<file path="src/rtl/fixed_float_pkg.sv">
// Shared types and constants for the fixed-point <-> IEEE 754 single-precision converters.
// The 65-bit fixed type is sign-magnitude 32.32 and is shared with the float-to-fixed stage.
package fixed_float_pkg;

  localparam int unsigned FIX_INT_W   = 32;
  localparam int unsigned FIX_FRAC_W  = 32;
  localparam int unsigned FIX_MAG_W   = FIX_INT_W + FIX_FRAC_W;
  localparam int unsigned FIX_W       = 1 + FIX_MAG_W;
  localparam int unsigned FP_EXP_BIAS = 127;
  localparam int unsigned FP_MANT_W   = 23;
  localparam int unsigned FP_EXP_W    = 8;

  typedef logic [FIX_W-1:0] fix32_32_t;

  typedef enum logic [1:0] {
    IDLE,
    NORM,
    ROUND,
    DONE
  } conv_state_t;

  function automatic logic fix_sign(input fix32_32_t value);
    return value[FIX_W-1];
  endfunction

  function automatic logic [FIX_MAG_W-1:0] fix_mag(input fix32_32_t value);
    return value[FIX_MAG_W-1:0];
  endfunction

endpackage

</file>
<file path="src/rtl/fp_round_rne.sv">
// Combinational mantissa rounder: round-to-nearest-even (mode = 0) or truncate (mode = 1).
// A mantissa carry-out is folded into the exponent.
module fp_round_rne
  import fixed_float_pkg::*;
(
  input  logic [FP_MANT_W-1:0] mant_in,
  input  logic                 guard,
  input  logic                 sticky,
  input  logic [FP_EXP_W-1:0]  exp_in,
  input  logic                 mode,
  output logic [FP_MANT_W-1:0] mant_out,
  output logic [FP_EXP_W-1:0]  exp_out,
  output logic                 inexact
);

  logic round_up;
  logic carry;

  always_comb begin
    round_up = ~mode & guard & (sticky | mant_in[0]);
    {carry, mant_out} = {1'b0, mant_in} + {{FP_MANT_W{1'b0}}, round_up};
    exp_out = exp_in + {{(FP_EXP_W-1){1'b0}}, carry};
    inexact = guard | sticky;
  end

endmodule

</file>
<file path="src/rtl/fixed_32_32_to_ieee_754.sv">
// Sign-magnitude 32.32 fixed-point to IEEE 754 single precision, start/done handshake,
// one-bit-per-clock normalisation followed by a single rounding cycle.
module fixed_32_32_to_ieee_754
  import fixed_float_pkg::*;
#(
  parameter int unsigned ROUND_MODE = 0,
  parameter int unsigned FRAC_W     = 32
) (
  input  logic        clk,
  input  logic        reset,
  input  logic        start,
  input  logic [64:0] fixed_point,
  output logic [31:0] IEEE_float,
  output logic        done,
  output logic        busy,
  output logic        inexact
);

  // Biased exponent of the value held in the top magnitude bit.
  localparam logic [FP_EXP_W-1:0] ExpInit =
      FP_EXP_W'(FP_EXP_BIAS + FIX_MAG_W - 1 - FRAC_W);
  localparam logic [FP_EXP_W-1:0] ExpOne   = FP_EXP_W'(1);
  localparam int unsigned         GuardBit = FIX_MAG_W - 2 - FP_MANT_W;
  localparam logic                Truncate = (ROUND_MODE != 0);

  conv_state_t              state_q, state_d;
  logic [FIX_MAG_W-1:0]     mag_q, mag_d;
  logic [FP_EXP_W-1:0]      exp_q, exp_d;
  logic                     sign_q, sign_d;
  logic [31:0]              float_q, float_d;
  logic                     inexact_q, inexact_d;
  logic                     done_q, done_d;

  logic [FIX_MAG_W-1:0]     in_mag;
  logic [FP_MANT_W-1:0]     rnd_mant;
  logic [FP_EXP_W-1:0]      rnd_exp;
  logic                     rnd_inexact;

  assign in_mag = fix_mag(fixed_point);

  fp_round_rne u_round (
    .mant_in  (mag_q[FIX_MAG_W-2 -: FP_MANT_W]),
    .guard    (mag_q[GuardBit]),
    .sticky   (|mag_q[GuardBit-1:0]),
    .exp_in   (exp_q),
    .mode     (Truncate),
    .mant_out (rnd_mant),
    .exp_out  (rnd_exp),
    .inexact  (rnd_inexact)
  );

  always_comb begin
    state_d   = state_q;
    mag_d     = mag_q;
    exp_d     = exp_q;
    sign_d    = sign_q;
    float_d   = float_q;
    inexact_d = inexact_q;
    done_d    = (state_q == DONE);

    unique case (state_q)
      IDLE: begin
        if (start) begin
          sign_d = fix_sign(fixed_point);
          mag_d  = in_mag;
          exp_d  = ExpInit;
          if (in_mag == '0) begin
            // Zero always converts to +0, whatever the sign bit says.
            float_d   = '0;
            inexact_d = 1'b0;
            state_d   = DONE;
          end else begin
            state_d = NORM;
          end
        end
      end
      NORM: begin
        if (mag_q[FIX_MAG_W-1]) begin
          state_d = ROUND;
        end else begin
          mag_d = mag_q << 1;
          exp_d = exp_q - ExpOne;
        end
      end
      ROUND: begin
        float_d   = {sign_q, rnd_exp, rnd_mant};
        inexact_d = rnd_inexact;
        state_d   = DONE;
      end
      DONE: begin
        state_d = IDLE;
      end
      default: state_d = IDLE;
    endcase
  end

  always_ff @(posedge clk or negedge reset) begin
    if (!reset) begin
      state_q   <= IDLE;
      mag_q     <= '0;
      exp_q     <= '0;
      sign_q    <= 1'b0;
      float_q   <= '0;
      inexact_q <= 1'b0;
      done_q    <= 1'b0;
    end else begin
      state_q   <= state_d;
      mag_q     <= mag_d;
      exp_q     <= exp_d;
      sign_q    <= sign_d;
      float_q   <= float_d;
      inexact_q <= inexact_d;
      done_q    <= done_d;
    end
  end

  assign IEEE_float = float_q;
  assign inexact    = inexact_q;
  assign done       = done_q;
  assign busy       = (state_q != IDLE);

endmodule

</file>
<file path="config.mk">
export PLATFORM = sky130hd
export DESIGN_NAME = fixed_32_32_to_ieee_754
export DESIGN_NICKNAME = d
export VERILOG_FILES = /design/src/rtl/fixed_float_pkg.sv /design/src/rtl/fp_round_rne.sv /design/src/rtl/fixed_32_32_to_ieee_754.sv
export SDC_FILE = /design/constraint.sdc
export NUM_CORES = 1
export LEC_CHECK = 0
export ABC_CLOCK_PERIOD_IN_PS = 8600
export CAP_MARGIN = 25
export CORE_MARGIN = 2
export CORE_UTILIZATION = 50
export CTS_CLUSTER_DIAMETER = 80
export DETAILED_ROUTE_END_ITERATION = 12
export PLACE_DENSITY_LB_ADDON = 0.05
export SYNTH_ARGS = -nofsm -noshare
export SYNTH_HDL_FRONTEND = slang
export SYNTH_HIERARCHICAL = 1
export SYNTH_SLANG_ARGS = --single-unit
</file>
<file path="constraint.sdc">
create_clock -name clk -period 8.6 [get_ports clk]
set_input_delay 1.29 -clock clk [delete_from_list [all_inputs] [get_ports clk]]
set_output_delay 1.29 -clock clk [all_outputs]
set_load 0.02 [all_outputs]
</file>
==> results.json <==
{
  "status": "complete, no violations",
  "internal-power_mw": 1.45,
  "max-slew-margin-rel": 0.310,
  "rsz0062_at_grt": "no",
  "power.total_mw": 2.52,
  "cp_max_fo": 6,
  "drv_cap": 0,
  "synth_area_um2": 5480,
  "grt_pass1_vias": 4318,
  "clock_skew_ns": 0.0170,
  "wl_per_cell_um": 18.1,
  "htreeDepth": 3,
  "finalSetupViolCount": 0,
  "post_cts_buffers": 0,
  "placed_area_um2": 6600,
  "crit_path_end_kind": "flip-flop",
  "clk_latency_ns": 0.38,
  "grt_pass1_wl_mm": 22.1,
  "overflow": 0,
  "clock_power_share": 0.133,
  "cts_hold_buf": 0,
  "fmax_ghz": 0.282,
  "multi_input_area_um2": 2480,
  "fillers": 919,
  "netlist.area_leader.share": 0.497,
  "slew_viol_final": 0,
  "area_growth_pct": 24.1,
  "drtIter0Drc": 296,
  "drtAntennaViolNets": 0,
  "hold_violations": 0,
  "leakagePower_nw": 2.91,
  "yosys_most_used_dff": "dfrtp_1",
  "reg2reg_depth": 16,
  "nets": 687,
  "yosysSeqAreaShare": 0.497,
  "cts.clk_slew.worst_paths_ns": 0.11,
  "cts.path.max_buffers": 2,
  "cts_tree": "built",
  "globalRouteMet3Util": 0.0287,
  "use_met1": 0.336,
  "tns_ns": 0,
  "whs_ns": 0.504,
  "root_buffer": "clkbuf_8",
  "via_per_inst": 6.06,
  "cts_buffers": 9,
  "netlist_top_cells_area": "dfrtp_1 50%, nor2_1 6.5%, a221oi_1 6.2%",
  "synth_edf_count": 0,
  "antenna_cells": 0,
  "core-area_um2": 10700,
  "cts.sinks": 109,
  "register_area_um2": 2730,
  "avgSynthCellArea_um2": 10.6,
  "portBuffers": 102,
  "fin_area_um2": 6810,
  "max-vdd-ir-drop_mv": 0.176,
  "placementRows": 38,
  "drive_above_1_share": 0.0782,
  "holdCritPathClass": "reg2reg",
  "synthDistinctLibCells": 48,
  "pwr-share-seq": 0.391,
  "instances_no_fill": 754,
  "grt_busiest_layer": "met2",
  "switching_share": 0.425,
  "path_class": "reg2reg",
  "p_switching_mw": 1.07,
  "yosysWarnings": 6,
  "synth_nets": 597,
  "arrival_ns": 3.83,
  "grt_use_met2": 0.384,
  "ys_seq_elements": 109,
  "worstPathRequired_ns": 8.87,
  "cp-start-kind": "flip-flop",
  "tightest_slew_ns": 1.03,
  "synthArstFlopShare": 1.00,
  "final.min_clock_period_ns": 3.55,
  "die_h_um": 109,
  "synth.most_common_cell": "dfrtp_1",
  "grt_max_degree": 72,
  "period_share": 0.413,
  "remaining_drc_errors": 0,
  "drt-pass1-iter-count": 8,
  "whs_path_depth": 1,
  "p_per_area_nw_per_um2": 370,
  "place_inst": 738,
  "gp_congestion": 0.824,
  "io_pins": 103,
  "antenna_found_initial": 0,
  "grt_use_total": 0.241,
  "combPwrFrac": 0.476,
  "floorplan.initialDensity": 0.510,
  "drt-total-wl_mm": 13.6,
  "yosys.area.top_type": "dfrtp_1",
  "synth_common_cells": "109 x dfrtp_1, 95 x nor2_1, 39 x a221oi_1",
  "post_cts_resized": 0,
  "dp_hpwl_mm": 9.57,
  "die-area_um2": 11800,
  "route.vias.total": 4571,
  "postSynthCellCount": 519,
  "die_w_um": 109
}
[metal layers]
| metal | routed length [µm] | share of wire |
|---|---|---|
| met5 | 0 | 0 |
| met4 | 292 | 0.021 |
| met3 | 715 | 0.052 |
| met2 | 6540 | 0.48 |
| met1 | 6090 | 0.45 |
[power groups by stage]
| stage | combinational (mW) | clock, mW | sequential, mW |
|---|---|---|---|
| floorplan | 0.770 | 0 | 1.02 |
| global placement | 1.16 | 0 | 0.981 |
| detailed placement | 1.20 | 0 | 0.989 |
| CTS | 1.20 | 0.338 | 0.982 |
| global route | 1.32 | 0.355 | 1.02 |
| finish | 1.20 | 0.334 | 0.984 |
[stage by stage]
step	util	setup slack, ns
floorplan	-	5.58
global placement	0.612	4.76
detailed placement	0.614	4.66
CTS	0.633	5.07
global route	0.633	4.93
finish	0.633	5.05
[registers in the layout (all words and copies together), names as in the netlist]
name        count
done            1
inexact         1
IEEE_float     32
mag_q          64
sign_q          1
exp_q           8
state_q         2
[worst max-delay path: stages, from the launching register on]
cell	delay, ns
dfrtp_1	0.42
nor4_1	0.39
nand4_1	0.16
or3_1	0.45
nor2_1	0.14
nor3b_1	0.07
ha_1	0.23
and3_1	0.20
nand3_4	0.17
nor3b_2	0.08
and3_1	0.19
ha_1	0.21
ha_1	0.21
nand3_1	0.12
nor2_1	0.07
xor2_1	0.13
a22o_1	0.20
[kinds of logic after synthesis]
family | after synthesis | synth area share
AO/OA/AOI/OAI | 116 | 0.185
AND/OR/NAND/NOR | 189 | 0.192
flip-flops | 109 | 0.497
XOR/XNOR | 30 | 0.0479
buffers and inverters | 63 | 0.0523
adder cells (fa/ha/maj) | 10 | 0.0228
multiplexers | 1 | 0.00205
other | 1 | 0.000684
[cell type report]
cell class,instances,share of cell area
Tap cell,140,0.0257
Multi-Input combinational cell,347,0.365
Clock buffer,13,0.0248
Sequential cell,109,0.401
Timing Repair Buffer,109,0.159
Clock inverter,3,0.00625
Inverter,33,0.0182
[layout by cell type, fill, tap and decap left out, types with 2 or more instances in the layout]
master           synthesis  final
nor4_4                   3      3
clkbuf_8                 0     12
nor3_2                   4      4
nor4_1                  25     25
nand3_1                 13     13
buf_4                    5      7
nand4_1                  6      6
a21oi_1                  8      8
nor2b_1                  3      3
a221oi_1                39     39
dfrtp_1                109    109
nor4b_4                  2      2
or3_1                    2      2
xnor2_1                 18     18
inv_1                   32     32
o21ai_0                  4      4
nand2_1                 17     17
and3_1                   6      6
clkdlybuf4s50_1          0    101
nand3_4                  2      2
a222oi_1                23     23
nor2_1                  95     94
a22o_1                  34     34
ha_1                    10     10
xor2_1                  12     12
[path summary, 6_finish.rpt]
kind                       startpoint        endpoint  slack [ns]
hold / removal                 sign_q  IEEE_float[31]        0.50
setup reg to reg             mag_q[3]  IEEE_float[29]        5.05
setup / recovery             mag_q[3]  IEEE_float[29]        5.05
min in group asynchronous       reset        exp_q[2]        0.87
max in group asynchronous       reset  IEEE_float[11]        6.46
hold reg to reg                sign_q  IEEE_float[31]        0.50
(Power assumes the default switching activity.)
